--- src/rtl/multi_channel_scoreboard_if.sv ---
`default_nettype none
// ---------------------------------------------------------------------------
// Module   : multi_channel_scoreboard_if
// Brief    : Observation bus between a shared multi-channel FIFO harness and
//            its scoreboard: the FIFO push/pop/select/data signals plus the
//            per-channel arm requests and the scoreboard status outputs.
// Revision : 1.0 - initial release
// ---------------------------------------------------------------------------
interface multi_channel_scoreboard_if #(
   parameter int WIDTH     = 8,
   parameter int NUM_FIFOS = 2,
   parameter int SEL_WIDTH = (NUM_FIFOS > 1) ? $clog2(NUM_FIFOS) : 1
);
   // Harness-side signals observed by the scoreboard
   logic [NUM_FIFOS-1:0] start;
   logic                 push;
   logic                 pop;
   logic [SEL_WIDTH-1:0] push_sel;
   logic [SEL_WIDTH-1:0] pop_sel;
   logic [WIDTH-1:0]     data_in;
   logic [WIDTH-1:0]     data_out;

   // Scoreboard status
   logic                 prop_signal;
   logic [NUM_FIFOS-1:0] fail;
   logic [NUM_FIFOS-1:0] done;
   logic                 proto_err;

   modport master (
      output start, push, pop, push_sel, pop_sel, data_in, data_out,
      input  prop_signal, fail, done, proto_err
   );

   modport slave (
      input  start, push, pop, push_sel, pop_sel, data_in, data_out,
      output prop_signal, fail, done, proto_err
   );
endinterface
`default_nettype wire

--- src/rtl/multi_channel_scoreboard.sv ---
`default_nettype none
// ---------------------------------------------------------------------------
// Module   : multi_channel_scoreboard
// Brief    : Tracks one marked word per logical channel of a shared FIFO and
//            checks that it leaves the FIFO in order with the captured value.
//            Per channel: occupancy counter, IDLE/WAIT/TRACK/DONE tracker,
//            entries-ahead counter and captured word. Aggregates a sticky
//            protocol-error flag and a "no channel failed" property output.
// Revision : 1.0 - initial release
// ---------------------------------------------------------------------------
module multi_channel_scoreboard #(
   parameter int WIDTH     = 8,
   parameter int DEPTH     = 4,
   parameter int NUM_FIFOS = 2,
   parameter int REARM     = 0,
   parameter int SEL_WIDTH = (NUM_FIFOS > 1) ? $clog2(NUM_FIFOS) : 1,
   parameter int CNT_WIDTH = $clog2(DEPTH + 1)
) (
   input  logic                        clk,
   input  logic                        rst,
   multi_channel_scoreboard_if.slave   bus
);

   typedef enum logic [1:0] {
      ST_IDLE  = 2'd0,
      ST_WAIT  = 2'd1,
      ST_TRACK = 2'd2,
      ST_DONE  = 2'd3
   } state_t;

   localparam logic [CNT_WIDTH-1:0] C_DEPTH = CNT_WIDTH'(DEPTH);
   localparam logic [CNT_WIDTH-1:0] C_ONE   = CNT_WIDTH'(1);
   localparam logic [CNT_WIDTH-1:0] C_ZERO  = '0;

   logic [NUM_FIFOS-1:0] perr_vec;
   logic [NUM_FIFOS-1:0] fail_vec;
   logic [NUM_FIFOS-1:0] done_vec;
   logic                 proto_err_q;
   logic                 proto_err_d;

   for (genvar c = 0; c < NUM_FIFOS; c++) begin : g_chan
      logic                 push_c;
      logic                 pop_c;
      logic                 perr_c;
      logic                 capture;
      logic [CNT_WIDTH-1:0] occ_q, occ_d;
      logic [CNT_WIDTH-1:0] cnt_q, cnt_d;
      logic [WIDTH-1:0]     cap_q, cap_d;
      logic                 fail_q, fail_d;
      state_t               state_q, state_d;

      assign push_c = bus.push && (bus.pop_sel == bus.pop_sel) && (bus.push_sel == SEL_WIDTH'(c));
      assign pop_c  = bus.pop  && (bus.pop_sel  == SEL_WIDTH'(c));

      // Occupancy tracking; illegal pops/pushes flag an error and leave occ alone
      always_comb begin
         occ_d  = occ_q;
         perr_c = 1'b0;
         if (pop_c && (occ_q == C_ZERO)) begin
            perr_c = 1'b1;
         end else if (push_c && !pop_c && (occ_q == C_DEPTH)) begin
            perr_c = 1'b1;
         end else if (push_c && !pop_c) begin
            occ_d = occ_q + C_ONE;
         end else if (pop_c && !push_c) begin
            occ_d = occ_q - C_ONE;
         end
      end

      // Tracker next state: arm, capture the marked word, count down, compare
      always_comb begin
         state_d = state_q;
         cnt_d   = cnt_q;
         cap_d   = cap_q;
         fail_d  = fail_q;
         capture = 1'b0;
         case (state_q)
            ST_IDLE: begin
               if (bus.start[c]) begin
                  if (push_c) begin
                     capture = 1'b1;
                  end else begin
                     state_d = ST_WAIT;
                  end
               end
            end
            ST_WAIT: begin
               if (push_c) begin
                  capture = 1'b1;
               end
            end
            ST_TRACK: begin
               if (pop_c) begin
                  if (cnt_q != C_ZERO) begin
                     cnt_d = cnt_q - C_ONE;
                  end else begin
                     if (bus.data_out != cap_q) begin
                        fail_d = 1'b1;
                     end
                     state_d = ST_DONE;
                  end
               end
            end
            ST_DONE: begin
               if (REARM != 0) begin
                  state_d = ST_IDLE;
               end
            end
            default: state_d = ST_IDLE;
         endcase
         // A pop in the capture cycle removes an older entry, so it shortens
         // the distance; a pop on an empty channel is an error and is ignored.
         if (capture) begin
            cap_d   = bus.data_in;
            cnt_d   = (pop_c && (occ_q != C_ZERO)) ? (occ_q - C_ONE) : occ_q;
            state_d = ST_TRACK;
         end
      end

      // Per-channel state registers
      always_ff @(posedge clk or posedge rst) begin
         if (rst) begin
            occ_q   <= C_ZERO;
            cnt_q   <= C_ZERO;
            cap_q   <= '0;
            fail_q  <= 1'b0;
            state_q <= ST_IDLE;
         end else begin
            occ_q   <= occ_d;
            cnt_q   <= cnt_d;
            cap_q   <= cap_d;
            fail_q  <= fail_d;
            state_q <= state_d;
         end
      end

      assign perr_vec[c] = perr_c;
      assign fail_vec[c] = fail_q;
      assign done_vec[c] = (state_q == ST_DONE);
   end

   // Sticky protocol error across all channels
   always_comb begin
      proto_err_d = proto_err_q | (|perr_vec);
   end

   // Protocol error register
   always_ff @(posedge clk or posedge rst) begin
      if (rst) begin
         proto_err_q <= 1'b0;
      end else begin
         proto_err_q <= proto_err_d;
      end
   end

   assign bus.fail        = fail_vec;
   assign bus.done        = done_vec;
   assign bus.proto_err   = proto_err_q;
   assign bus.prop_signal = ~|fail_vec;

endmodule
`default_nettype wire

--- src/flat_wrapper.sv ---
// flat-port wrapper written by rule: the top's interface ports become plain ports
module multi_channel_scoreboard_flat 
#(
   parameter int WIDTH     = 8,
   parameter int DEPTH     = 4,
   parameter int NUM_FIFOS = 2,
   parameter int REARM     = 0,
   parameter int SEL_WIDTH = (NUM_FIFOS > 1) ? $clog2(NUM_FIFOS) : 1,
   parameter int CNT_WIDTH = $clog2(DEPTH + 1)
)
  (clk, rst, bus_start, bus_push, bus_pop, bus_push_sel, bus_pop_sel, bus_data_in, bus_data_out, bus_prop_signal, bus_fail, bus_done, bus_proto_err);
  multi_channel_scoreboard_if #(.WIDTH(WIDTH), .NUM_FIFOS(NUM_FIFOS), .SEL_WIDTH(SEL_WIDTH)) bus_i ();
  input  logic clk;
  input  logic rst;
  input wire logic [$bits(bus_i.start)-1:0] bus_start;
  input wire logic [$bits(bus_i.push)-1:0] bus_push;
  input wire logic [$bits(bus_i.pop)-1:0] bus_pop;
  input wire logic [$bits(bus_i.push_sel)-1:0] bus_push_sel;
  input wire logic [$bits(bus_i.pop_sel)-1:0] bus_pop_sel;
  input wire logic [$bits(bus_i.data_in)-1:0] bus_data_in;
  input wire logic [$bits(bus_i.data_out)-1:0] bus_data_out;
  output wire logic [$bits(bus_i.prop_signal)-1:0] bus_prop_signal;
  output wire logic [$bits(bus_i.fail)-1:0] bus_fail;
  output wire logic [$bits(bus_i.done)-1:0] bus_done;
  output wire logic [$bits(bus_i.proto_err)-1:0] bus_proto_err;
  assign bus_i.start = bus_start;
  assign bus_i.push = bus_push;
  assign bus_i.pop = bus_pop;
  assign bus_i.push_sel = bus_push_sel;
  assign bus_i.pop_sel = bus_pop_sel;
  assign bus_i.data_in = bus_data_in;
  assign bus_i.data_out = bus_data_out;
  assign bus_prop_signal = bus_i.prop_signal;
  assign bus_fail = bus_i.fail;
  assign bus_done = bus_i.done;
  assign bus_proto_err = bus_i.proto_err;
  multi_channel_scoreboard #(.WIDTH(WIDTH), .DEPTH(DEPTH), .NUM_FIFOS(NUM_FIFOS), .REARM(REARM), .SEL_WIDTH(SEL_WIDTH), .CNT_WIDTH(CNT_WIDTH)) u_core (.clk(clk), .rst(rst), .bus(bus_i));
endmodule
--- config.mk ---
export PLATFORM = sky130hd
export DESIGN_NAME = multi_channel_scoreboard_flat
export DESIGN_NICKNAME = d
export VERILOG_FILES = /design/src/rtl/multi_channel_scoreboard_if.sv /design/src/rtl/multi_channel_scoreboard.sv /design/src/flat_wrapper.sv
export SDC_FILE = /design/constraint.sdc
export NUM_CORES = 1
export LEC_CHECK = 0
export ABC_AREA = 1
export CORE_ASPECT_RATIO = 0.5
export CORE_MARGIN = 1.5
export CORE_UTILIZATION = 59
export DETAILED_ROUTE_END_ITERATION = 10
export PLACE_DENSITY = 0.89
export SLEW_MARGIN = 20
export SYNTH_ARGS = -nofsm -noshare
export SYNTH_HDL_FRONTEND = slang
export SYNTH_SLANG_ARGS = --single-unit
export TNS_END_PERCENT = 20
--- constraint.sdc ---
create_clock -name clk -period 2.1 [get_ports clk]
set_input_delay 0.525 -clock clk [delete_from_list [all_inputs] [get_ports clk]]
set_output_delay 0.525 -clock clk [all_outputs]
set_load 0.05 [all_outputs]
; After elaboration in Yosys (flattened, before gate mapping)
; Index checks and enable logic that the tools add are counted.
; W data, S select, Z words.
[classes]
addsub = 6
n_eq_ne = 18
n_mux = 36
n_bitwise = 9
n_reduce_logical = 47
[op_table]
columns = operator, count
row1 = $mux W3, 14
row2 = $mux W2, 10
row3 = $reduce_bool A3 Y1, 6
row4 = $ne A8 B8 Y1, 2
row5 = $reduce_bool A2 Y1, 8
row6 = $logic_and A1 B1 Y1, 14
row7 = $ne A3 B2 Y1 const B, 4
row8 = $reduce_and A3 Y1, 4
row9 = $sub A3 B1 Y3 const B, 4
row10 = $reduce_and A5 Y1, 2
row11 = $eq A2 B2 Y1 const B, 4
row12 = $mux W1, 8
row13 = $not A1 Y1, 8
row14 = $pmux W2 S2, 2
row15 = $reduce_and A4 Y1, 2
row16 = $add A3 B1 Y3 const B, 2
row17 = $eq A3 B3 Y1 const B, 2
row18 = $logic_not A3 Y1, 2
row19 = $ne A3 B1 Y1 const B, 2
row20 = $ne A3 B3 Y1 const B, 2
row21 = $logic_not A1 Y1, 5
row22 = $eq A2 B1 Y1 const B, 2
row23 = $logic_not A2 Y1, 2
row24 = $pmux W1 S2, 2
row25 = other kinds (2), 3
[word_totals]
reg_bits = 35
in_bits = 24

; Depth between registers and ports, before layout
; Gate-level depths: netlist (run 1).
[depth]
word_depth = 9
mapped_depth = 9
mapped_depth_nobuf = 9

; Least setup slack after synthesis (run 1)
; Ideal clock, no wire load.
[synth_timing]
path_type = flip-flop to output port
start = register u_core.g_chan[1].fail_q
end = output port bus_prop_signal
arrival_time_ns = 1.035
required_time_ns = 1.575
slack_ns = 0.540
stages_incl_launch_ff = 2
path_cell_list = dfrtp_1 nor2_1
[synth_via]
elab_chain_len = 2
[synth_lines]
columns = element, line
row1 = start: declaration, multi_channel_scoreboard.sv:49  ; logic fail_q, fail_d;
row2 = start signal: assignment, multi_channel_scoreboard.sv:132  ; fail_q <= fail_d;
row3 = $reduce_or A2 Y1, multi_channel_scoreboard.sv:159  ; assign bus.prop_signal = ~|fail_vec;
row4 = $logic_not A1 Y1, multi_channel_scoreboard.sv:159
row5 = end: declaration, flat_wrapper.sv:22  ; output wire logic [$bits(bus_i.prop_signal)-1:0] bus_prop_signal;
; Every way passes these cells.

; Final worst setup path (run 1)
[layout_timing]
start = register u_core.g_chan[1].fail_q
end = output port bus_fail[1]
[layout_rtl]
columns = element, line
row1 = end: declaration, flat_wrapper.sv:23  ; output wire logic [$bits(bus_i.fail)-1:0] bus_fail;
; No word-level cell between the ends.

==> implementation parameters, run 1 <==
Parameter                              Value

Outcome
  Outcome ... completed

Clocking
  CTS clk-pin slew, worst paths ... 0.08 ns
  TritonCTS Buffers ... 5
  Count of buffers added by post-CTS timing repair for setup ... 0
  # hold bufs at CTS ... 0
  Clock sinks ... 35
  Maximum buffer depth of the clock tree ... 2
  Clock insertion delay at the later pin of the skew report ... 0.30 ns
  TritonCTS clock tree ... done
  Number of gates resized after CTS ... 0
  H-tree level count ... 2
  Root buffer cell ... sky130_fd_sc_hd__clkbuf_8

Final layout
  Total non-filler cell area in the finished layout ... between 2000 and 3000 um2
  Post-route core utilization ... 75.14%
  Relative area change from synthesis to final layout ... 18.25%
  Final-stage net count ... around 370
  Filler-free cell count of the finished design ... slightly below 400
  Diodes inserted ... 0
  Fraction of final layout cells sized beyond drive strength 1 ... 9.226%
  Fill cell total of the finished layout ... 269

Global routing
  Wire length of the first global-routing pass ... roughly 8600 um
  Number of antenna violations at the first check in global routing ... 0
  Total track usage ... 27.34%
  Maximum number of pins on one net before global-route repair ... 36
  Remaining global-route overflow ... 0
  Vias in the first global route ... 2055

Worst setup path
  Buffer and inverter count on the worst path ... 1
  Critical Path Source Type ... register
  Worst EP required ... 1.57 ns
  Worst path max stage delay ... 0.83 ns
  Crit path arrival time ... 1.51 ns
  Crit path kind ... register to output port
  Crit path launch ... u_core.g_chan[1].fail_q
  Setup slack of the worst register-to-register path ... 0.66 ns
  Path length in cells of the critical path ... 1
  Worst setup endpoint ... bus_fail[1]
  Cell breakdown of the critical path ... clkdlybuf4s50_1
  Cell family with most CP delay ... buffers and inverters
  Path depth of the worst reg2reg path ... 7
  Capturing element type of the critical path ... output port
  Beginning of the worst register-to-register path ... u_core.g_chan[1].occ_q[0]
  End of the worst register-to-register path ... u_core.g_chan[1].occ_q[2]
  Highest-delay cell along the critical path ... sky130_fd_sc_hd__clkdlybuf4s50_1
  Crit path max fanout ... 3

Flow run
  Max Cap Viol ... 0

Placement
  Half-perimeter wire length of the detailed placement result ... 3724 um
  Port buffer count ... 29
  Instance area after placement ... 2566 um2
  Routability congestion estimate from global placement ... 0.7891
  Number of instances in the placed design ... 379

Floorplan
  Effective utilization at floorplan ... 63.55%
  Die width ... 90.18 um
  Die Outline Area ... 4201 um2
  Core Rows ... 15
  Area inside the core boundary ... 3528 um2
  Vertical die dimension ... about 47 um
  Top-level I/O count ... 30

Synthesis
  Biggest area contributors in the synthesized netlist ... sky130_fd_sc_hd__dfrtp_1 39%, sky130_fd_sc_hd__nand2_1 17%, sky130_fd_sc_hd__inv_1 7.9%
  Dominant cell by count in the synthesized netlist ... sky130_fd_sc_hd__nand2_1
  Area share of the largest cell type after synthesis ... 39.06%
  Count of unique library cells instantiated by Yosys ... 23
  Fraction of the yosys area taken by sequential cells ... 39.06%
  Total nets after synthesis ... roughly 340
  Number of flops mapped to enable cells by yosys ... 0
  Most numerous cell types in the synthesized netlist ... 104 x sky130_fd_sc_hd__nand2_1, 47 x sky130_fd_sc_hd__inv_1, 35 x sky130_fd_sc_hd__dfrtp_1
  Number of instances in the synthesized netlist ... 300
  Most frequently used flop master after synthesis ... sky130_fd_sc_hd__dfrtp_1
  Number of synthesized register bits ... 35
  Average cell area after synthesis ... roughly 7.5 um2
  Number of warning messages in the yosys log ... 0
  Post-Synthesis Cell Area ... 2242 um2
  Async set or reset register ratio after synthesis ... 100.0%
  Synth area leader ... sky130_fd_sc_hd__dfrtp_1

Hold path
  Hold/Removal Path Class ... register to register

STA
  RSZ-0062 raised after global routing ... false
  Setup TNS ... 0 ns
  Number of max-slew violations in the final report ... 0
  Worst setup skew after layout ... a little under 0.01 ns
  Endpoints failing setup ... 0
  Headroom to the max-slew limit ... 66.05%
  Maximum operating frequency ... 492.1 MHz
  Tcrit/Tclk final ... 96.77%
  Actual transition at the worst max-transition pin ... 0.5077 ns
  Minimum clock period ... 2.032 ns
  Final Hold Viols ... 0

Pwr
  Pleak ... around 0.0014 uW
  Peak supply drop ... 0.4670 mV
  Power density over the cells ... 875.3 nW/um2
  Overall Power ... 2321 uW

Route
  Detailed router's first-iteration violation count ... 81
  Mean number of vias per cell ... about 5.2
  Final routed wirelength across all metal layers ... 5018 um
  Number of search-and-repair iterations in the first detailed-routing pass ... 6
  Routed via count ... 2002
  Wire length per cell after detailed routing ... ~13 um
  Remaining number of nets flagged by the antenna check after routing ... 0
  Total DRC errors in the routed layout ... 0
[layout by cell type (no fill, tap or decap), drive strengths merged, types with 2 or more instances in the layout]
master / n
xnor2: 11
nand2: 107
nor4: 2
xor2: 5
nand3: 13
a21oi: 7
buf: 8
clkbuf: 6
clkdlybuf4s50: 26
dfrtp: 35
nor2: 21
inv: 49
o21ai: 29
ha: 12
[sequential cells by signal (all words and copies together) (netlist names)]
| signal | count |
|---|---|
| u_core.bus.proto_err | 1 |
| u_core.g_chan.cap_q | 16 |
| u_core.g_chan.cnt_q | 6 |
| u_core.g_chan.fail_q | 2 |
| u_core.g_chan.occ_q | 6 |
| u_core.g_chan.state_q | 4 |
[worst min-delay path by stage]
stage	to	slack [ns]	cells after the start	startpoint
2_1_floorplan	u_core.g_chan[1].fail_q	0.46	2	u_core.g_chan[1].fail_q
3_3_place_gp	u_core.bus.proto_err	0.46	2	u_core.bus.proto_err
3_5_place_dp	u_core.bus.proto_err	0.47	2	u_core.bus.proto_err
4_1_cts	u_core.bus.proto_err	0.49	2	u_core.bus.proto_err
5_1_grt	u_core.bus.proto_err	0.53	2	u_core.bus.proto_err
6_report	u_core.bus.proto_err	0.49	2	u_core.bus.proto_err
[final cells by class]
cell class / instances / area [um2] / share of cell area [%]
multi-input cells: 210 / 1122 / 42.33
flip-flops and latches: 35 / 875.8 / 33.03
repair buffers: 34 / 320.3 / 12.08
inverters: 49 / 183.9 / 6.937
clock buffers: 6 / 72.57 / 2.737
well taps: 51 / 63.81 / 2.407
clock inverters: 2 / 12.51 / 0.4719
[stage by stage]
stage | hold slack (ns) | setup slack, ns
floorplan | 0.4567 | 0.5399
global placement | 0.4631 | 0.1025
detailed placement | 0.4697 | 0.004984
CTS | 0.4851 | 0.06948
global route | 0.5321 | 0.03982
finish | 0.4948 | 0.06778
[power breakdown]
part	internal, uW	switching, uW	total (uW)
Combinational	376	531	906
Clock	232	259	491
Sequential	802	121	923
Total	1410	911	2320
[layer usage]
| metal | track usage (%) | part of all wire (%) |
|---|---|---|
| met3 | 8.746 | 5.9 |
| met5 | 0 | 0 |
| met4 | 12.06 | 2.5 |
| met1 | 29.61 | 42 |
| met2 | 51.82 | 49 |
[logic make-up after synthesis]
| family | count (synthesis) | synth area share, % |
|---|---|---|
| compound gates | 37 | 9.208 |
| buf+inv | 55 | 10.88 |
| fa+ha+maj | 12 | 6.696 |
| simple gates | 145 | 27.90 |
| xor+xnor | 16 | 6.250 |
| flops | 35 | 39.06 |
Note: power is estimated with default switching activity, not from simulation.
==> inputs of run 2 (changes only) <==
--- a/config.mk
+++ b/config.mk
@@ -10,6 +10,7 @@
 export CORE_MARGIN = 1.5
 export CORE_UTILIZATION = 59
 export DETAILED_ROUTE_END_ITERATION = 10
+export GPL_TIMING_DRIVEN = 0
 export PLACE_DENSITY = 0.89
 export SLEW_MARGIN = 20
 export SYNTH_ARGS = -nofsm -noshare
==> run 2 against run 1 <==
  * Global-route usage down 1.9 points
  * Largest power group unchanged
  * Clock power about the same
  * Final cell count up 0.26%
  * Die area unchanged
  * First-iteration DRC count up 8.6%
  * Clock-buffer cell count down 1
  * Maximum frequency up 2.2%
  * Register-to-register slack better by 0.02 ns
  * Sequential share of layout area down 0.31 points
  * Utilization up 0.71 points
  * Largest cell class unchanged
  * Via count down 1.1%
==> implementation parameters, run 2 (same netlist as run 1, synthesis figures left out) <==
Parameter                              Value

Outcome
  Outcome ... completed

STA
  RSZ-0062 raised after global routing ... false
  Endpoints failing setup ... 0
  Tcrit/Tclk final ... 94.72%
  Minimum clock period ... 1.989 ns
  Maximum operating frequency ... approximately 500 MHz
  Worst setup skew after layout ... 0.009137 ns
  Hold slack ... 0.4656 ns
  Final Hold Viols ... 0
  Actual transition at the worst max-transition pin ... 0.7227 ns
  Headroom to the max-slew limit ... 51.75%
  Number of max-slew violations in the final report ... 0

Route
  Total DRC errors in the routed layout ... 0
  Number of search-and-repair iterations in the first detailed-routing pass ... 4
  Final routed wirelength across all metal layers ... 4665 um
  Detailed router's first-iteration violation count ... 88
  Wire length per cell after detailed routing ... roughly 12 um
  Routed via count ... around 2000
  Mean number of vias per cell ... 5.103
  Remaining number of nets flagged by the antenna check after routing ... 0

Clocking
  CTS clk-pin slew, worst paths ... 0.07 ns
  TritonCTS clock tree ... done
  Clock insertion delay at the later pin of the skew report ... ~0.29 ns
  TritonCTS Buffers ... 5
  Clock sinks ... 35
  Root buffer cell ... sky130_fd_sc_hd__clkbuf_8
  H-tree level count ... 2
  Maximum buffer depth of the clock tree ... 2

Final layout
  Final-stage net count ... about 370
  Fraction of final layout cells sized beyond drive strength 1 ... 9.792%
  Commonest non-fill, non-tap cell in the layout ... sky130_fd_sc_hd__nand2_1
  Diodes inserted ... 0
  Leading registers by flop count ... u_core.g_chan.cap_q: 16 flops, u_core.g_chan.cnt_q: 6 flops, u_core.g_chan.occ_q: 6 flops
  Flip-flop count of the largest register, all copies and words added ... 16
  Relative area change from synthesis to final layout ... 19.36%
  Largest Register ... u_core.g_chan.cap_q
  Total non-filler cell area in the finished layout ... 2676 um2
  Commonest non-fill, non-tap cells in the layout ... 104 x sky130_fd_sc_hd__nand2_1, 46 x sky130_fd_sc_hd__inv_1, 35 x sky130_fd_sc_hd__dfrtp_1

Flow run
  Max Cap Viol ... 0

Worst setup path
  Beginning of the worst register-to-register path ... u_core.g_chan[1].occ_q[0]
  Worst EP required ... 1.57 ns
  Crit path launch ... u_core.g_chan[1].state_q[0]
  Capturing element type of the critical path ... output port
  Crit path max fanout ... 6
  Critical Path Source Type ... register
  Cell breakdown of the critical path ... nand2_1, inv_1, dlygate4sd2_1
  Crit path kind ... register to output port
  Highest-delay cell along the critical path ... sky130_fd_sc_hd__dlygate4sd2_1
  Crit path arrival time ... around 1.5 ns
  Worst path max stage delay ... 0.52 ns

Global routing
  Maximum number of pins on one net before global-route repair ... 36
  Total track usage ... 25.41%
  Remaining global-route overflow ... 0
  Wire length of the first global-routing pass ... 8093 um
  Number of antenna violations at the first check in global routing ... 0
  Vias in the first global route ... 1882

Placement
  Half-perimeter wire length of the detailed placement result ... ~3600 um
  Port buffer count ... 29
  Routability congestion estimate from global placement ... roughly 0.88
  Instance area after placement ... approximately 2600 um2

Pwr
  Power density over the cells ... 852.8 nW/um2
  Pleak ... 0.001376 uW
  Peak supply drop ... roughly 0.60 mV

Floorplan
  Die width ... about 90 um
  Area inside the core boundary ... between 3000 and 4000 um2
  Top-level I/O count ... 30
  Core Rows ... 15
  Effective utilization at floorplan ... 63.55%
  Vertical die dimension ... roughly 47 um
  Die Outline Area ... 4201 um2

Hold path
  Hold/Removal Path Class ... register to register
  HP Start ... u_core.bus.proto_err
## run 2: cell types whose count changed in the layout (fill, tap and decap cells not counted)
| cell | change |
|---|---|
| sky130_fd_sc_hd__buf_4 | -4 |
| sky130_fd_sc_hd__inv_1 | -1 |
| sky130_fd_sc_hd__clkbuf_1 | -1 |
| sky130_fd_sc_hd__clkdlybuf4s50_1 | -2 |
| sky130_fd_sc_hd__clkinvlp_4 | +1 |
| sky130_fd_sc_hd__buf_6 | +4 |
| sky130_fd_sc_hd__inv_2 | +1 |
| sky130_fd_sc_hd__dlygate4sd2_1 | +3 |
## run 2: routing by layer
metal	global-route usage, %	wire length, um	vias up
li1	-	-	995
met1	29.41	2039	926
met2	46.52	2249	47
met3	6.766	290	12
met4	11.43	85	0
met5	0	0	-
## run 2: final timing paths
check | endpoint | slack, ns | cells past startpoint
min in group asynchronous | u_core.g_chan[0].cap_q[3] | 0.67 | 2
worst min-delay path | u_core.bus.proto_err | 0.47 | 2
worst max-delay path | bus_done[1] | 0.11 | 3
worst min register to register | u_core.bus.proto_err | 0.47 | 2
worst max register to register | u_core.g_chan[1].occ_q[1] | 0.68 | 7
max in group asynchronous | u_core.g_chan[0].state_q[1] | 0.96 | 2
## run 2: power by group
group / total [uW] / internal [uW] / leakage, uW / switching [uW]
Combinational: 870 / 365 / 0.000949 / 505
Clock: 492 / 231 / 0.0000402 / 261
Sequential: 921 / 802 / 0.000387 / 119
## run 2: worst max-delay path, delay by kind of cell, from the launching register on
family | cells | cell delay (ns)
AND/OR/NAND/NOR | 1 | 0.10
flip-flops | 1 | 0.51
buffers and inverters | 2 | 0.58
## run 2: timing repair
| item | CTS | global route |
|---|---|---|
| hold buffers | 0 | 0 |
| setup buffers | 0 | 0 |
| resized for setup | 5 | 0 |
| setup endpoints to repair | 5 | 0 |
## run 2: layout make-up
cell class,instances,area [um2]
Buffer,6,60.06
Fill cell,255,852.1
Inverter,49,183.9
Clock buffer,5,68.82
Timing Repair Buffer,29,281.5
Clock inverter,3,20.02
Tap cell,51,63.81
Multi-Input combinational cell,210,1122
Sequential cell,35,875.8
## run 2: per-stage QoR
stage	power, uW	instances	utilization [%]	setup WS, ns	setup TNS, ns
6_report	2282	388	75.85	0.1110	0
5_1_grt	2478	388	75.85	0.04629	0
4_1_cts	2297	388	75.85	0.09776	0
3_5_place_dp	1800	380	73.58	-0.08373	-0.1207
3_3_place_gp	1748	380	73.58	-0.05686	-0.1620
2_1_floorplan	1583	300	-	0.5399	0
==> inputs of run 3 (changes only) <==
--- a/config.mk
+++ b/config.mk
@@ -5,14 +5,12 @@
 export SDC_FILE = /design/constraint.sdc
 export NUM_CORES = 1
 export LEC_CHECK = 0
-export ABC_AREA = 1
 export CORE_ASPECT_RATIO = 0.5
 export CORE_MARGIN = 1.5
-export CORE_UTILIZATION = 59
+export CORE_UTILIZATION = 49
 export DETAILED_ROUTE_END_ITERATION = 10
 export GPL_TIMING_DRIVEN = 0
-export PLACE_DENSITY = 0.89
-export SLEW_MARGIN = 20
+export PLACE_DENSITY = 0.8
 export SYNTH_ARGS = -nofsm -noshare
 export SYNTH_HDL_FRONTEND = slang
 export SYNTH_SLANG_ARGS = --single-unit
==> constraint.sdc (replaced) <==
create_clock -name clk -period 1.7 [get_ports clk]
set_input_delay 0.425 -clock clk [delete_from_list [all_inputs] [get_ports clk]]
set_output_delay 0.425 -clock clk [all_outputs]
set_load 0.05 [all_outputs]
==> run 3 against run 2 <==
  * Utilization decreased by 10 points
  * Synthesized cell count decreased by 31%
  * Routed wire length decreased by 7.0%
  * Worst hold slack improved by 0.016 ns
  * Total power increased by 80%
  * Combinational power increased by 110%
  * Sequential share of layout area increased by 0.77 points
  * Clock power increased by 52%
  * Via count decreased by 20%
  * Critical endpoint is now u_core.bus.proto_err
  * Highest routed layer unchanged
==> implementation parameters, run 3 <==
Parameter                              Value

Outcome
  Outcome ... completed

Global routing
  Number of antenna violations at the first check in global routing ... 0
  Remaining global-route overflow ... 0
  Wire length of the first global-routing pass ... 7238 um
  Maximum number of pins on one net before global-route repair ... 23
  Vias in the first global route ... 1662
  Total track usage ... 20.72%

Route
  Routed via count ... 1591
  Final routed wirelength across all metal layers ... 4340 um
  Number of search-and-repair iterations in the first detailed-routing pass ... 4
  Remaining number of nets flagged by the antenna check after routing ... 0
  Detailed router's first-iteration violation count ... 30
  Total DRC errors in the routed layout ... 0
  Wire length per cell after detailed routing ... about 14 um
  Mean number of vias per cell ... around 5.3

Worst setup path
  Setup slack of the worst register-to-register path ... about 0.090 ns
  Highest-delay cell along the critical path ... sky130_fd_sc_hd__or3_2
  Crit path arrival time ... 1.82 ns
  Crit path max fanout ... 8
  Capturing element type of the critical path ... register
  Path depth of the worst reg2reg path ... 5
  Worst EP required ... 1.87 ns
  Critical Path Source Type ... primary input
  Cell breakdown of the critical path ... dlygate4sd2_1, nand2b_4, ha_1, nand2_1, a21boi_2, or3_2
  Crit path kind ... primary input to register
  Beginning of the worst register-to-register path ... u_core.g_chan[1].occ_q[0]
  End of the worst register-to-register path ... u_core.g_chan[1].cnt_q[1]
  Worst path max stage delay ... 0.44 ns

Synthesis
  Fraction of the yosys area taken by sequential cells ... 42.02%
  Average cell area after synthesis ... around 10 um2
  Async set or reset register ratio after synthesis ... 100.0%
  Most frequently used flop master after synthesis ... sky130_fd_sc_hd__dfrtp_1
  Number of instances in the synthesized netlist ... 208
  Count of unique library cells instantiated by Yosys ... 42
  Area share of the largest cell type after synthesis ... 42.02%
  Post-Synthesis Cell Area ... 2084 um2
  Number of warning messages in the yosys log ... 0
  Most numerous cell types in the synthesized netlist ... 35 x sky130_fd_sc_hd__dfrtp_1, 34 x sky130_fd_sc_hd__nand2_1, 18 x sky130_fd_sc_hd__xor2_1
  Biggest area contributors in the synthesized netlist ... sky130_fd_sc_hd__dfrtp_1 42%, sky130_fd_sc_hd__xor2_1 7.6%, sky130_fd_sc_hd__ha_1 7.2%
  Number of flops mapped to enable cells by yosys ... 0
  Dominant cell by count in the synthesized netlist ... sky130_fd_sc_hd__dfrtp_1
  Number of synthesized register bits ... 35
  Synth area leader ... sky130_fd_sc_hd__dfrtp_1
  Total nets after synthesis ... 244

Flow run
  Max Cap Viol ... 0

Floorplan
  Effective utilization at floorplan ... 52.32%
  Die width ... 95.24 um
  Top-level I/O count ... 30
  Core Rows ... 16
  Die Outline Area ... 4678 um2
  Vertical die dimension ... 49.12 um
  Area inside the core boundary ... 3984 um2

Placement
  Setup WS pre-CTS ... -0.5700 ns
  Half-perimeter wire length of the detailed placement result ... around 3200 um
  Routability congestion estimate from global placement ... 0.9199
  Port buffer count ... 29
  Instance area after placement ... 2470 um2

Final layout
  Relative area change from synthesis to final layout ... 25.45%
  Leading registers by flop count ... u_core.g_chan.cap_q: 16 flops, u_core.g_chan.cnt_q: 6 flops, u_core.g_chan.occ_q: 6 flops
  Fill cell total of the finished layout ... 316
  Largest Register ... u_core.g_chan.cap_q
  Commonest non-fill, non-tap cells in the layout ... 35 x sky130_fd_sc_hd__dfrtp_1, 33 x sky130_fd_sc_hd__nand2_1, 18 x sky130_fd_sc_hd__xor2_1, 18 x sky130_fd_sc_hd__clkdlybuf4s50_1, 16 x sky130_fd_sc_hd__inv_1
  Fraction of final layout cells sized beyond drive strength 1 ... 19.92%
  Flip-flop count of the largest register, all copies and words added ... 16
  Diodes inserted ... 0
  Total non-filler cell area in the finished layout ... around 2600 um2
  Final-stage net count ... 281
  Commonest non-fill, non-tap cell in the layout ... sky130_fd_sc_hd__dfrtp_1

STA
  Maximum operating frequency ... 604.8 MHz
  Number of max-slew violations in the final report ... 0
  Final Hold Viols ... 0
  Worst setup skew after layout ... 0.009305 ns
  Actual transition at the worst max-transition pin ... 0.6495 ns
  Minimum clock period ... around 1.7 ns
  Hold slack ... 0.4815 ns
  Final setup margin ... 0.04655 ns
  Tcrit/Tclk final ... between 90% and 100%
  Headroom to the max-slew limit ... 56.65%
  Endpoints failing setup ... 0

Clocking
  Maximum buffer depth of the clock tree ... 2
  TritonCTS clock tree ... done
  # hold bufs at CTS ... 0
  Clock sinks ... 35
  CTS clk-pin slew, worst paths ... 0.07 ns
  TritonCTS Buffers ... 5
  Clock insertion delay at the later pin of the skew report ... roughly 0.29 ns
  Count of buffers added by post-CTS timing repair for setup ... 0
  H-tree level count ... 2
  Root buffer cell ... sky130_fd_sc_hd__clkbuf_8

Hold path
  Hold/Removal Path Class ... register to register
  Worst Hold Endpoint ... u_core.bus.proto_err
  Hold Path Depth ... 1
  HP Start ... u_core.bus.proto_err

Pwr
  Power density over the cells ... roughly 1600 nW/um2
  Peak supply drop ... 0.6774 mV
  Pleak ... 0.001214 uW
[run 3: cell types whose count changed after synthesis, sizes merged, moves of 3 or more]
cell	before	now
o21ai	29	3
nor3	1	4
mux2	0	12
nand3	13	4
nor2	21	7
xor2	5	18
nor2b	0	5
nand2	107	34
nand3b	0	3
inv	49	16
mux2i	0	7
xnor2	11	7
[run 3: through the flow]
stage	total power, uW	utilization [%]	TNS (ns)	cells
after global placement	3198	61.31	-22.60	291
after detailed placement	3320	62.00	-10.75	292
final	4104	65.64	0	300
after CTS	4061	65.04	-0.002414	300
after floorplan	2815	-	0	208
after global routing	4408	65.64	-0.02813	300
[run 3: logic make-up after synthesis]
group	after synthesis	share of synthesized area (%)
buf+inv	23	4.802
xor+xnor	25	10.50
simple gates	75	18.55
fa+ha+maj	12	7.203
compound gates	19	6.902
flops	35	42.02
mux	19	10.02
[run 3: final cells by class]
| cell class | instances | area (um2) | area share (%) |
|---|---|---|---|
| Buffer | 7 | 46.29 | 1.770 |
| Clock buffer | 5 | 68.82 | 2.632 |
| Clock inverter | 3 | 43.79 | 1.675 |
| Inverter | 16 | 60.06 | 2.297 |
| Multi-Input combinational cell | 150 | 1144 | 43.73 |
| Sequential cell | 35 | 875.8 | 33.49 |
| Tap cell | 54 | 67.56 | 2.584 |
| Timing Repair Buffer | 30 | 309.0 | 11.82 |
[run 3: how the worst max path moves through the flow]
stage / from / to / slack, ns / cells past startpoint
finish: bus_pop_sel / u_core.bus.proto_err / 0.05 / 6
global route: u_core.g_chan[1].state_q[1] / bus_done[1] / -0.03 / 4
CTS: bus_push / u_core.g_chan[1].cap_q[1] / -0.002 / 5
detailed placement: bus_pop_sel / u_core.bus.proto_err / -0.57 / 6
global placement: bus_pop_sel / u_core.bus.proto_err / -0.58 / 6
floorplan: u_core.g_chan[1].occ_q[0] / u_core.g_chan[1].cnt_q[1] / 0.12 / 5
[run 3: worst max-delay path, delay by kind of cell]
family | cells | cell delay (ns)
adder cells (fa/ha/maj) | 1 | 0.24
AND/OR/NAND/NOR | 3 | 0.75
AO/OA/AOI/OAI | 1 | 0.07
buffers and inverters | 1 | 0.34
[run 3: metal layers]
| metal | part of all wire, % | vias to the layer above | GRT usage [%] |
|---|---|---|---|
| met5 | 0 | - | 0 |
| met4 | 1.4 | 0 | 7.463 |
| met1 | 45 | 776 | 25.45 |
| met2 | 50 | 30 | 35.22 |
| met3 | 3.8 | 7 | 5.296 |
| li1 | - | 778 | - |
[run 3: report_power, final]
group          switching (uW)  internal [uW]  total (uW)
sequential                280           1210        1490
combinational            1010            854        1870
clock                     311            436         747
total                    1600           2500        4100
[run 3: what timing repair did]
| action | CTS | global route |
|---|---|---|
| setup endpoints to repair | 20 | 27 |
| pin swaps | 0 | 2 |
| resized for setup | 31 | 13 |
==> variant 1: new RTL, flow settings as in run 2 <==
`REARM` is set to 0 in 2 places; all go to 1.
--- a/src/rtl/multi_channel_scoreboard.sv
+++ b/src/rtl/multi_channel_scoreboard.sv
@@ -12,7 +12,7 @@
    parameter int WIDTH     = 8,
    parameter int DEPTH     = 4,
    parameter int NUM_FIFOS = 2,
-   parameter int REARM     = 0,
+   parameter int REARM     = 1,
    parameter int SEL_WIDTH = (NUM_FIFOS > 1) ? $clog2(NUM_FIFOS) : 1,
    parameter int CNT_WIDTH = $clog2(DEPTH + 1)
 ) (
--- a/src/flat_wrapper.sv
+++ b/src/flat_wrapper.sv
@@ -4,7 +4,7 @@
    parameter int WIDTH     = 8,
    parameter int DEPTH     = 4,
    parameter int NUM_FIFOS = 2,
-   parameter int REARM     = 0,
+   parameter int REARM     = 1,
    parameter int SEL_WIDTH = (NUM_FIFOS > 1) ? $clog2(NUM_FIFOS) : 1,
    parameter int CNT_WIDTH = $clog2(DEPTH + 1)
 )
Function: changed (a bounded check fails within 4 cycles, from zero or initial values and one cycle with rst high).
==> variant 1 against run 2 <==
Clock skew decreased by 0.0023 ns. Worst setup slack improved by 0.0060 ns. Sequential cell count unchanged. Routed wire length increased by 5.0%. Critical path depth decreased by 2. Synthesized area increased by 2.3%. Register-to-register slack about the same. Power increased by 46%. Cell area increased by 3.0%. Via count increased by 2.7%. Critical path type unchanged. Largest cell class unchanged.
==> variant 1: results (changes against run 2) <==
[outcome]
status=complete, no violations

[pwr]
power.switching_w=0.00141  ; +59%
p_leak_nw=1.42  ; +3.5%
ir_worst_vdd_v=0.000860  ; +43%
powerSeq_w=0.00120  ; +30%
combinationalPowerShare=0.454  ; +0.073

[logic_synthesis]
ys_warn_count=0  ; unchanged
yosys-top-cells-area=dfrtp_1, nand2_1, inv_1
synth_cell_types=29  ; +26%
synth_fp_nets=350  ; +4.2%
ys_seq_area_frac=0.382  ; -0.00895
synth.top_cells.by_count=nand2_1, inv_1, dfrtp_1, o21ai_0, nand3_1

[route]
drt-initial-drc-count=97  ; +10%
wl_um=4900  ; +5.0%
met1_length_um=2260  ; +11%

[timing]
fin_skew_ns=0.00686  ; -0.00228 ns
worstMarginPinSlew_ns=0.725  ; +0.00211 ns

[clock_tree]
cts_resized=4  ; -1

[global_routing]
grt_pass1_wl_um=8220  ; +1.6%
grt_use_met3=0.0534  ; -0.0143
use_met1=0.304  ; +0.0103
grt_util_all_layers=0.254  ; -0.000450

[setup_path]
regToRegStartpoint=u_core.g_chan[1].occ_q[0]
timing.rr.end=u_core.g_chan[1].occ_q[0]
worst_path_max_delay_cell=clkdlybuf4s50_1
crit_fanout=2  ; -4
reg2reg_depth=6  ; -1

[placed_design]
place_congestion=0.851  ; -3.5%
hpwlAfterDp_um=3640  ; +2.4%
dpl_cell_area_um2=2650  ; +2.0%

[layout]
drive_above_1_share=0.105  ; +0.00749
nFillCells=250  ; -2.0%

==> variant 1: changes by cell type after synthesis, moves of 3 or more <==
cell,change
xnor2_1,-4
o21ai_2,-3
nor2_2,+3
nand3_1,+7
o21ai_1,+5
==> variant 1: kinds of logic after synthesis <==
kind of cell	Yosys count	share of synthesized area
flops	35	0.382
fa+ha+maj	12	0.0654
buf+inv	59	0.110
compound gates	41	0.104
simple gates	155	0.293
xor+xnor	12	0.0458
==> variant 1: worst max-delay path by stage <==
stage	slack [ns]	startpoint	to
2_1_floorplan	0.54	u_core.g_chan[1].fail_q	bus_prop_signal
3_5_place_dp	-0.06	bus_pop_sel	u_core.g_chan[1].occ_q[0]
6_report	0.12	u_core.bus.proto_err	bus_proto_err
4_1_cts	0.005	u_core.g_chan[1].fail_q	bus_fail[1]
3_3_place_gp	-0.0003	rst	u_core.g_chan[1].occ_q[2]
5_1_grt	0.06	u_core.bus.proto_err	bus_proto_err
==> variant 1: per-stage QoR <==
stage	hold WS (ns)	setup WS (ns)	setup TNS [ns]	cells	util
final	0.481	0.117	0	402	0.773
after global routing	0.535	0.0601	0	402	0.773
after CTS	0.484	0.00546	0	402	0.773
after detailed placement	0.457	-0.0639	-0.198	394	0.743
after global placement	0.477	-0.000285	-0.000818	394	0.743
after floorplan	0.457	0.540	0	314	-
==> variant 1: layout make-up <==
type | instances | area, um2 | share of cell area
multi-input cells | 220 | 1170 | 0.423
clock buffers | 5 | 68.8 | 0.0250
inverters | 53 | 200 | 0.0726
flip-flops and latches | 35 | 876 | 0.318
well taps | 51 | 63.8 | 0.0231
plain buffers | 6 | 52.6 | 0.0191
clock inverters | 3 | 43.8 | 0.0159
repair buffers | 29 | 287 | 0.104
==> variant 2: new RTL, flow settings as in run 2 <==
Made on the original files. Reset style: synchronous (`rst`), changed in 2 clocked blocks.
--- a/src/rtl/multi_channel_scoreboard.sv
+++ b/src/rtl/multi_channel_scoreboard.sv
@@ -118,7 +118,7 @@
       end
 
       // Per-channel state registers
-      always_ff @(posedge clk or posedge rst) begin
+      always_ff @(posedge clk) begin
          if (rst) begin
             occ_q   <= C_ZERO;
             cnt_q   <= C_ZERO;
@@ -145,7 +145,7 @@
    end
 
    // Protocol error register
-   always_ff @(posedge clk or posedge rst) begin
+   always_ff @(posedge clk) begin
       if (rst) begin
          proto_err_q <= 1'b0;
       end else begin
Behaviour: differs if rst is asserted again (counterexample within 4 cycles, from zero or initial values and one cycle with rst high); with rst held inactive, the same outputs for 4 cycles.
==> variant 2 against run 2 <==
Combinational power decreased by 41%. Cell area decreased by 2.1%. Routed wire length increased by 5.9%. Worst hold slack improved by 0.0078 ns. Worst setup slack got worse by 0.066 ns. Synthesized area decreased by 3.3%. Power decreased by 17%. Sequential cell count unchanged. Final cell count increased by 4.1%. Count of clock-buffer cells in the layout unchanged. Critical endpoint is now bus_prop_signal.
==> variant 2: results (changes against run 2) <==
[placed_design]
place_ws_ns=-0.0173  ; +0.0664 ns
place_congestion=0.855  ; -3.1%
port_buffers=28  ; -3.4%
hpwlAfterDp_um=3670  ; +3.1%
dpl_cell_area_um2=2510  ; -3.3%
post-place-cells=396  ; +4.2%

[logic_synthesis]
syn_inst=317  ; +5.7%
synth_fp_nets=353  ; +5.1%
ys_seq_area_frac=0.323  ; -0.0673
synth_flop_cell=dfxtp_1
synth.top_cells.by_count=nand2_1, inv_1, dfxtp_1, nor2_1, a21oi_1
async_flop_share=0  ; -1.00
synth_cell_types=33  ; +43%
yosys-top-cells-area=dfxtp_1, nand2_1, inv_1

[hold_path]
hp-start=u_core.g_chan[0].fail_q

[global_routing]
grt_util_all_layers=0.263  ; +0.00900
grt_max_degree=13  ; -64%
grt_pass1_wl_um=8020  ; -0.94%
first_global_vias=1952  ; +3.7%

[timing]
worstMarginPinSlew_ns=0.513  ; -0.210 ns
fmax_mhz=487  ; -3.2%

[setup_path]
worstSetupEndpoint=bus_prop_signal
worst_path_max_delay_cell=clkdlybuf4s50_1
slowest_delay_ns=0.81  ; +0.29 ns
crit_fanout=3  ; -3
timing.rr.end=u_core.g_chan[1].cnt_q[2]
regToRegStartpoint=u_core.g_chan[1].cnt_q[0]
reg2reg_depth=10  ; +3
r2r_slack_ns=0.72  ; +0.04 ns
crit_start=u_core.g_chan[0].fail_q

[route]
vias=2095  ; +5.8%
wl_per_cell_um=12.2  ; +1.7%
vias_per_cell=5.19  ; +1.6%
drt-initial-drc-count=124  ; +41%

[pwr]
ir_worst_vdd_v=0.000335  ; -44%
power.switching_w=0.000609  ; -31%
p_leak_nw=1.24  ; -10%
powerSeq_w=0.000772  ; -16%
power_frac_seq=0.407  ; +0.004
combinationalPowerShare=0.269  ; -0.112

[layout]
nFillCells=263  ; +3.1%
drive_above_1_share=0.130  ; +0.0324
final_core_util=0.755  ; -0.00356
nets=388  ; +4.3%

[outcome]
status=complete, no violations

variant 2: cell count changes after synthesis, sizes merged, moves of 5 or more:
cell / change
dfrtp: -35
nor2: +11
a21oi: +15
o21ai: +5
dfxtp: +35
nand2: -26
variant 2: routing by layer:
metal / part of all wire / wire [um] / global-route usage / vias to the layer above
li1: - / - / - / 1062
met1: 0.43 / 2150 / 0.284 / 974
met2: 0.51 / 2500 / 0.518 / 54
met3: 0.051 / 254 / 0.0634 / 5
met4: 0.0063 / 31 / 0.0844 / 0
met5: 0 / 0 / 0 / -
variant 2: worst min-delay path by stage:
stage,end,slack [ns],cells past startpoint
floorplan,u_core.g_chan[1].fail_q,0.44,2
global placement,u_core.g_chan[0].cap_q[1],0.46,2
detailed placement,u_core.g_chan[0].cap_q[0],0.46,2
CTS,u_core.g_chan[0].cap_q[0],0.47,2
global route,u_core.g_chan[0].fail_q,0.50,2
finish,u_core.g_chan[0].fail_q,0.47,2
variant 2: cell families (layout without fill, tap and decap cells):
family | Yosys count | after routing | share of synthesized area
AND/OR/NAND/NOR | 137 | 137 | 0.291
buffers and inverters | 61 | 97 | 0.120
AO/OA/AOI/OAI | 58 | 58 | 0.140
flip-flops | 35 | 35 | 0.323
XOR/XNOR | 14 | 14 | 0.0566
adder cells (fa/ha/maj) | 12 | 12 | 0.0693
variant 2: final cells by class:
cell class,count,share of cell area
sequential,35,0.267
buffer,7,0.0205
multi-input combinational,221,0.460
timing repair buffer,28,0.106
inverter,54,0.0788
tap,51,0.0243
clock inverter,3,0.0167
clock buffer,5,0.0263
variant 2: timing repair:
action                     4_1_cts  5_1_grt
setup endpoints to repair        3        1
setup buffers                    0        0
cloned                           0        0
pin swaps                        0        0
resized for setup                3        1
